### src/rtl/cpu_control_unit.sv
// cpu_control_unit: multi-cycle FETCH/DECODE/execute sequencer; 2 cycles for NOP, 3 otherwise; outputs combinational.
// CU_MEM_WAIT_EN: FETCH, LD_EX and ST_EX stall while mem_rdy=0 (mem_rdy ignored when undefined).
module cpu_control_unit #(
  parameter logic [3:0] ALU_PASS_R = 4'h0,
  parameter logic [3:0] ALU_PASS_S = 4'h1
) (
  input  logic        clk,
  input  logic        reset,
  input  logic [15:0] IR_out,
  input  logic        N,
  input  logic        Z,
  input  logic        carry,
  input  logic        mem_rdy,
  output logic [2:0]  W_Adr,
  output logic [2:0]  R_Adr,
  output logic [2:0]  S_Adr,
  output logic [3:0]  alu_op,
  output logic        s_sel,
  output logic        adr_sel,
  output logic        pc_sel,
  output logic        pc_ld,
  output logic        pc_inc,
  output logic        ir_ld,
  output logic        rw_en,
  output logic        mr_en,
  output logic        mw_en,
  output logic        N_flag,
  output logic        Z_flag,
  output logic        C_flag,
  output logic        halted,
  output logic [2:0]  state
);

  typedef enum logic [2:0] {
    FETCH, DECODE, ALU_EX, LD_EX, ST_EX, BR_EX, JMP_EX, HALT
  } state_t;

  state_t     cur_st, nxt_st;
  logic       rdy;
  logic [2:0] cls;
  logic       unused_bits;

`ifdef CU_MEM_WAIT_EN
  assign rdy         = mem_rdy;
  assign unused_bits = ^IR_out[1:0];
`else
  assign rdy         = 1'b1;
  assign unused_bits = ^{IR_out[1:0], mem_rdy};
`endif

  assign cls    = IR_out[14:12];
  assign state  = cur_st;
  assign halted = (cur_st == HALT);

  // Flags only ever move on the ALU_EX exit edge; branches read these, not live N/Z.
  always_ff @(posedge clk or negedge reset) begin
    if (!reset) begin
      cur_st <= FETCH;
      N_flag <= 1'b0;
      Z_flag <= 1'b0;
      C_flag <= 1'b0;
    end else begin
      cur_st <= nxt_st;
      if (cur_st == ALU_EX) begin
        N_flag <= N;
        Z_flag <= Z;
        C_flag <= carry;
      end
    end
  end

  always_comb begin
    nxt_st = cur_st;
    case (cur_st)
      FETCH:  if (rdy) nxt_st = DECODE;
      DECODE: begin
        if (IR_out[15]) begin
          nxt_st = ALU_EX;
        end else begin
          case (cls)
            3'b000: nxt_st = FETCH;
            3'b001: nxt_st = LD_EX;
            3'b010: nxt_st = ST_EX;
            3'b011: nxt_st = BR_EX;
            3'b100: nxt_st = BR_EX;
            3'b101: nxt_st = BR_EX;
            3'b110: nxt_st = JMP_EX;
            3'b111: nxt_st = HALT;
          endcase
        end
      end
      ALU_EX: nxt_st = FETCH;
      LD_EX:  if (rdy) nxt_st = FETCH;
      ST_EX:  if (rdy) nxt_st = FETCH;
      BR_EX:  nxt_st = FETCH;
      JMP_EX: nxt_st = FETCH;
      HALT:   nxt_st = HALT;
    endcase
  end

  always_comb begin
    W_Adr   = 3'd0;
    R_Adr   = 3'd0;
    S_Adr   = 3'd0;
    alu_op  = 4'd0;
    s_sel   = 1'b0;
    adr_sel = 1'b0;
    pc_sel  = 1'b0;
    pc_ld   = 1'b0;
    pc_inc  = 1'b0;
    ir_ld   = 1'b0;
    rw_en   = 1'b0;
    mr_en   = 1'b0;
    mw_en   = 1'b0;
    case (cur_st)
      FETCH: begin
        mr_en  = 1'b1;
        ir_ld  = rdy;
        pc_inc = rdy;
      end
      ALU_EX: begin
        alu_op = IR_out[14:11];
        W_Adr  = IR_out[10:8];
        R_Adr  = IR_out[7:5];
        S_Adr  = IR_out[4:2];
        rw_en  = 1'b1;
      end
      LD_EX: begin
        adr_sel = 1'b1;
        R_Adr   = IR_out[7:5];
        W_Adr   = IR_out[10:8];
        mr_en   = 1'b1;
        s_sel   = 1'b1;
        rw_en   = rdy;
      end
      ST_EX: begin
        adr_sel = 1'b1;
        R_Adr   = IR_out[7:5];
        S_Adr   = IR_out[4:2];
        alu_op  = ALU_PASS_S;
        mw_en   = 1'b1;
      end
      BR_EX: begin
        case (cls)
          3'b011:  pc_ld = 1'b1;
          3'b100:  pc_ld = Z_flag;
          3'b101:  pc_ld = N_flag;
          default: pc_ld = 1'b0;
        endcase
      end
      JMP_EX: begin
        alu_op = ALU_PASS_R;
        R_Adr  = IR_out[7:5];
        pc_sel = 1'b1;
        pc_ld  = 1'b1;
      end
      default: ;
    endcase
    // State register already sits in FETCH under reset; silence its strobes too.
    if (!reset) begin
      pc_ld  = 1'b0;
      pc_inc = 1'b0;
      ir_ld  = 1'b0;
      rw_en  = 1'b0;
      mr_en  = 1'b0;
      mw_en  = 1'b0;
    end
  end

endmodule

### config.mk
export PLATFORM = sky130hd
export DESIGN_NAME = cpu_control_unit
export DESIGN_NICKNAME = d
export VERILOG_FILES = /design/src/rtl/cpu_control_unit.sv
export SDC_FILE = /design/constraint.sdc
export NUM_CORES = 1
export LEC_CHECK = 0
export BUFFER_PORTS_ARGS = -buffer_cell sky130_fd_sc_hd__buf_2
export CAP_MARGIN = 25
export CORE_MARGIN = 1
export CORE_UTILIZATION = 34
export CTS_CLUSTER_DIAMETER = 40
export DETAILED_ROUTE_END_ITERATION = 10
export GPL_TIMING_DRIVEN = 0
export PLACE_DENSITY = 0.77
export SLEW_MARGIN = 20
export SYNTH_ARGS = -nofsm -noshare
export SYNTH_HDL_FRONTEND = slang
export SYNTH_SLANG_ARGS = --single-unit
### constraint.sdc
create_clock -name clk -period 1.7 [get_ports clk]
set_input_delay 0.34 -clock clk [delete_from_list [all_inputs] [get_ports clk]]
set_output_delay 0.34 -clock clk [all_outputs]
set_load 0.02 [all_outputs]
==> results.md <==
* Worst Path Buf+Inv at 2
* Antenna fix cells at 0
* Setup TNS at -2186 ps
* Num rows at 13
* Part of the power in registers at a little over two fifths
* RSZ-0062 raised after global routing: yes
* Critical path class: reg2out
* CP max FO at 4
* Starting density of the core at 37.63%
* Largest area contributor in the netlist: dfrtp_1
* Post-Place Cells at 126
* Vias/cell at 5.476
* Synth-to-Final Area Change at 128.6%
* Worst Clk Skew at 16.61 ps
* Distinct cells, synth at 29
* GRT Total Usage at 24.43%
* Fin. Hold Viols at 0
* Post-synth design cell area at 508.0 um2
* GPL Wtd Cong at 0.7935
* Non-Filler Instances at 147
* Critical Path Max Stage Delay at just under 500 ps
* Clock Latency Late Sink at around 250 ps
* Final setup violation count at 20
* Worst Setup End Kind: output port
* Router iterations before antenna repair at 4
* Post-Syn Nets at 86
* Worst endpoint required time at 1360 ps
* GRT overflow at 0
* DIE HEIGHT at just over 40 um
* Crit-path slowest cell: or4_4
* Post-synth top area share at between 20% and 30%
* Pwr Density at 288.7 mW/mm2
* Actual slew at the worst max-slew pin at 319.9 ps
* Detailed-route via count at 805
* Violated checks: setup timing
* F_max at ~520 MHz
* Port bufs at 47
* Die width at around 41 um
* Final ANT Viol Nets at 0
* Max Cap Viol at 0
* Period utilisation layout at 112.8%
* DR WL/cell at between 15 and 20 um
* Synth Warn # at 0
* Boundary pin count at 51
* Initial DRC Count at 13
* Initial antenna violation count at 0
* Worst setup margin at -217.7 ps
* Core area at between 0.001 and 0.0015 mm2
* Sequential-to-total area share from yosys stat at 29.56%
* Part of the power in combinational logic at 14.2%
* Primary FF master, synth: dfrtp_1
* Cells after Synth at 64
* Final Max Slew Viols at 0
* HP Class: in2reg
* Leak at 0.6172 nW
* Startpoint types: flop
* P_int at 256.6 uW
* Clock share of power at a little over two fifths
* Largest cells by area after synthesis: dfrtp_1 (30%), and2_1 (8.6%), and3_1 (7.4%)
* CTS tree: done
* Num CTS Buffers at 3
* Num Clock Sinks at 6
* Avg Cell Area, Syn at 7.937 um2
* Switching power at 78.61 uW
* Clock-pin slew on the worst setup and hold paths at 60 ps
* Outcome: complete, but fails checks
* EDFF count, synth at 0
* VDD IR-drop max at 0.0003856 V
* Vias in the first global route at 649
* Register bit count reported by yosys at 6
* Post-layout util at 86.01%
* Final nets at between 150 and 200
* CP arrival at 1580 ps
* Die area at 0.001653 mm2
* Routed WL at 2392 um
* Tmin final at 1918 ps
* CP top delay family: simple AND/OR/NAND/NOR gates
* FFs w/ async S/R, synth at 100.0%
* Switching Share at 23.45%
* Layout cells sized above 1 at 73.48%
* First-pass GRT wire length at 2677 um
* Root buf cell: clkbuf_4
* DRC viols at 0
* Clk buf depth at 2
* Largest net degree at the start of global routing at 11
* H-tree levels at 1
* Relative slew slack at 78.60%
* Crit path top cell by count: buf_6
* CP Cell Sequence: buf_6 -> nand2_4 -> or4_4 -> o32ai_4 -> buf_6
## layout by cell type (no fill, tap or decap), drive strengths merged, types with 2 or more instances in the layout
| cell | synthesis | layout |
|---|---|---|
| a21oi | 4 | 4 |
| and2 | 7 | 7 |
| and3 | 6 | 6 |
| buf | 3 | 66 |
| clkbuf | 1 | 5 |
| dfrtp | 6 | 6 |
| inv | 3 | 3 |
| mux2 | 3 | 3 |
| nand2 | 4 | 4 |
| nand2b | 3 | 3 |
| nor2 | 5 | 5 |
| nor3 | 2 | 2 |
| nor3b | 3 | 3 |
| o21ai | 2 | 2 |
## final timing paths
kind                               startpoint                 end  slack [ps]  cells past startpoint
hold / removal                              N  N_flag$_DFFE_PN0P_         340                      2
min in group asynchronous               reset  state[0]$_DFF_PN0_         600                      2
max in group asynchronous               reset  state[2]$_DFF_PN0_         840                      2
setup reg to reg           state[2]$_DFF_PN0_  state[1]$_DFF_PN0_         120                      6
setup / recovery           state[2]$_DFF_PN0_               pc_ld        -220                      5
hold reg to reg            C_flag$_DFFE_PN0P_  C_flag$_DFFE_PN0P_         510                      1
## flip-flops by register name (all words and copies together), names as in the netlist
signal and cells:
state 3, C_flag 1, N_flag 1, Z_flag 1
## per-layer routing
layer / share of wire [%] / track usage, % / up-vias
li1: - / - / 360
met1: 36 / 24.32 / 372
met2: 51 / 48.41 / 62
met3: 8.2 / 6.522 / 11
met4: 4.3 / 6.667 / 0
met5: 0 / 0 / -
## cells in the mapped netlist (2+ instances only)
cell type,number
a21oi_1,4
and2_1,7
and3_1,6
dfrtp_1,6
inv_1,2
mux2_2,3
nand2_1,4
nand2b_1,3
nor2_1,5
nor3_1,2
nor3b_1,3
o21ai_0,2
## power groups by stage
stage | Sequential [mW] | Clock (mW) | Combinational, mW
3_5_place_dp | 0.145 | 0 | 0.0388
3_3_place_gp | 0.145 | 0 | 0.0364
6_report | 0.143 | 0.145 | 0.0476
4_1_cts | 0.143 | 0.144 | 0.0445
5_1_grt | 0.143 | 0.160 | 0.0519
2_1_floorplan | 0.145 | 0 | 0.0101
## what timing repair did
action / CTS / global route
resized for setup: 41 / 19
hold buffers: 1 / 0
setup endpoints to repair: 21 / 19
buffers inserted: 10 / 6
endpoints found under the hold margin: 6 / 0
pin swaps: 11 / 10
## metrics by stage
step / cell area (um2) / power [mW] / setup slack (ps) / hold slack (ps)
after floorplan: 549.3 / 0.1556 / 0.8737 / 44.41
after CTS: 1046 / 0.3319 / -184.0 / 339.4
after global routing: 1161 / 0.3553 / -263.8 / 328.3
final: 1161 / 0.3353 / -217.7 / 338.9
after global placement: 803.3 / 0.1818 / -155.4 / 189.6
after detailed placement: 803.3 / 0.1842 / -236.5 / 195.5
## layout make-up
| type | count | area, um2 |
|---|---|---|
| plain buffers | 4 | 41.29 |
| clock buffers | 4 | 26.28 |
| fillers | 64 | 188.9 |
| inverters | 3 | 11.26 |
| multi-input cells | 51 | 429.2 |
| flip-flops and latches | 6 | 152.6 |
| well taps | 15 | 18.77 |
| repair buffers | 64 | 481.7 |
## kinds of logic (layout without fill, tap and decap cells)
family,after synthesis,in the layout,synth area share (%)
AOI/OAI and AO/OA,11,11,13.55
and+or+nand+nor,36,36,40.89
muxes,3,3,6.650
DFF,6,6,29.56
xor gates and xnor gates,1,1,1.724
buffers and inverters,7,75,7.634
No activity file was read; power rests on OpenSTA's default activity.
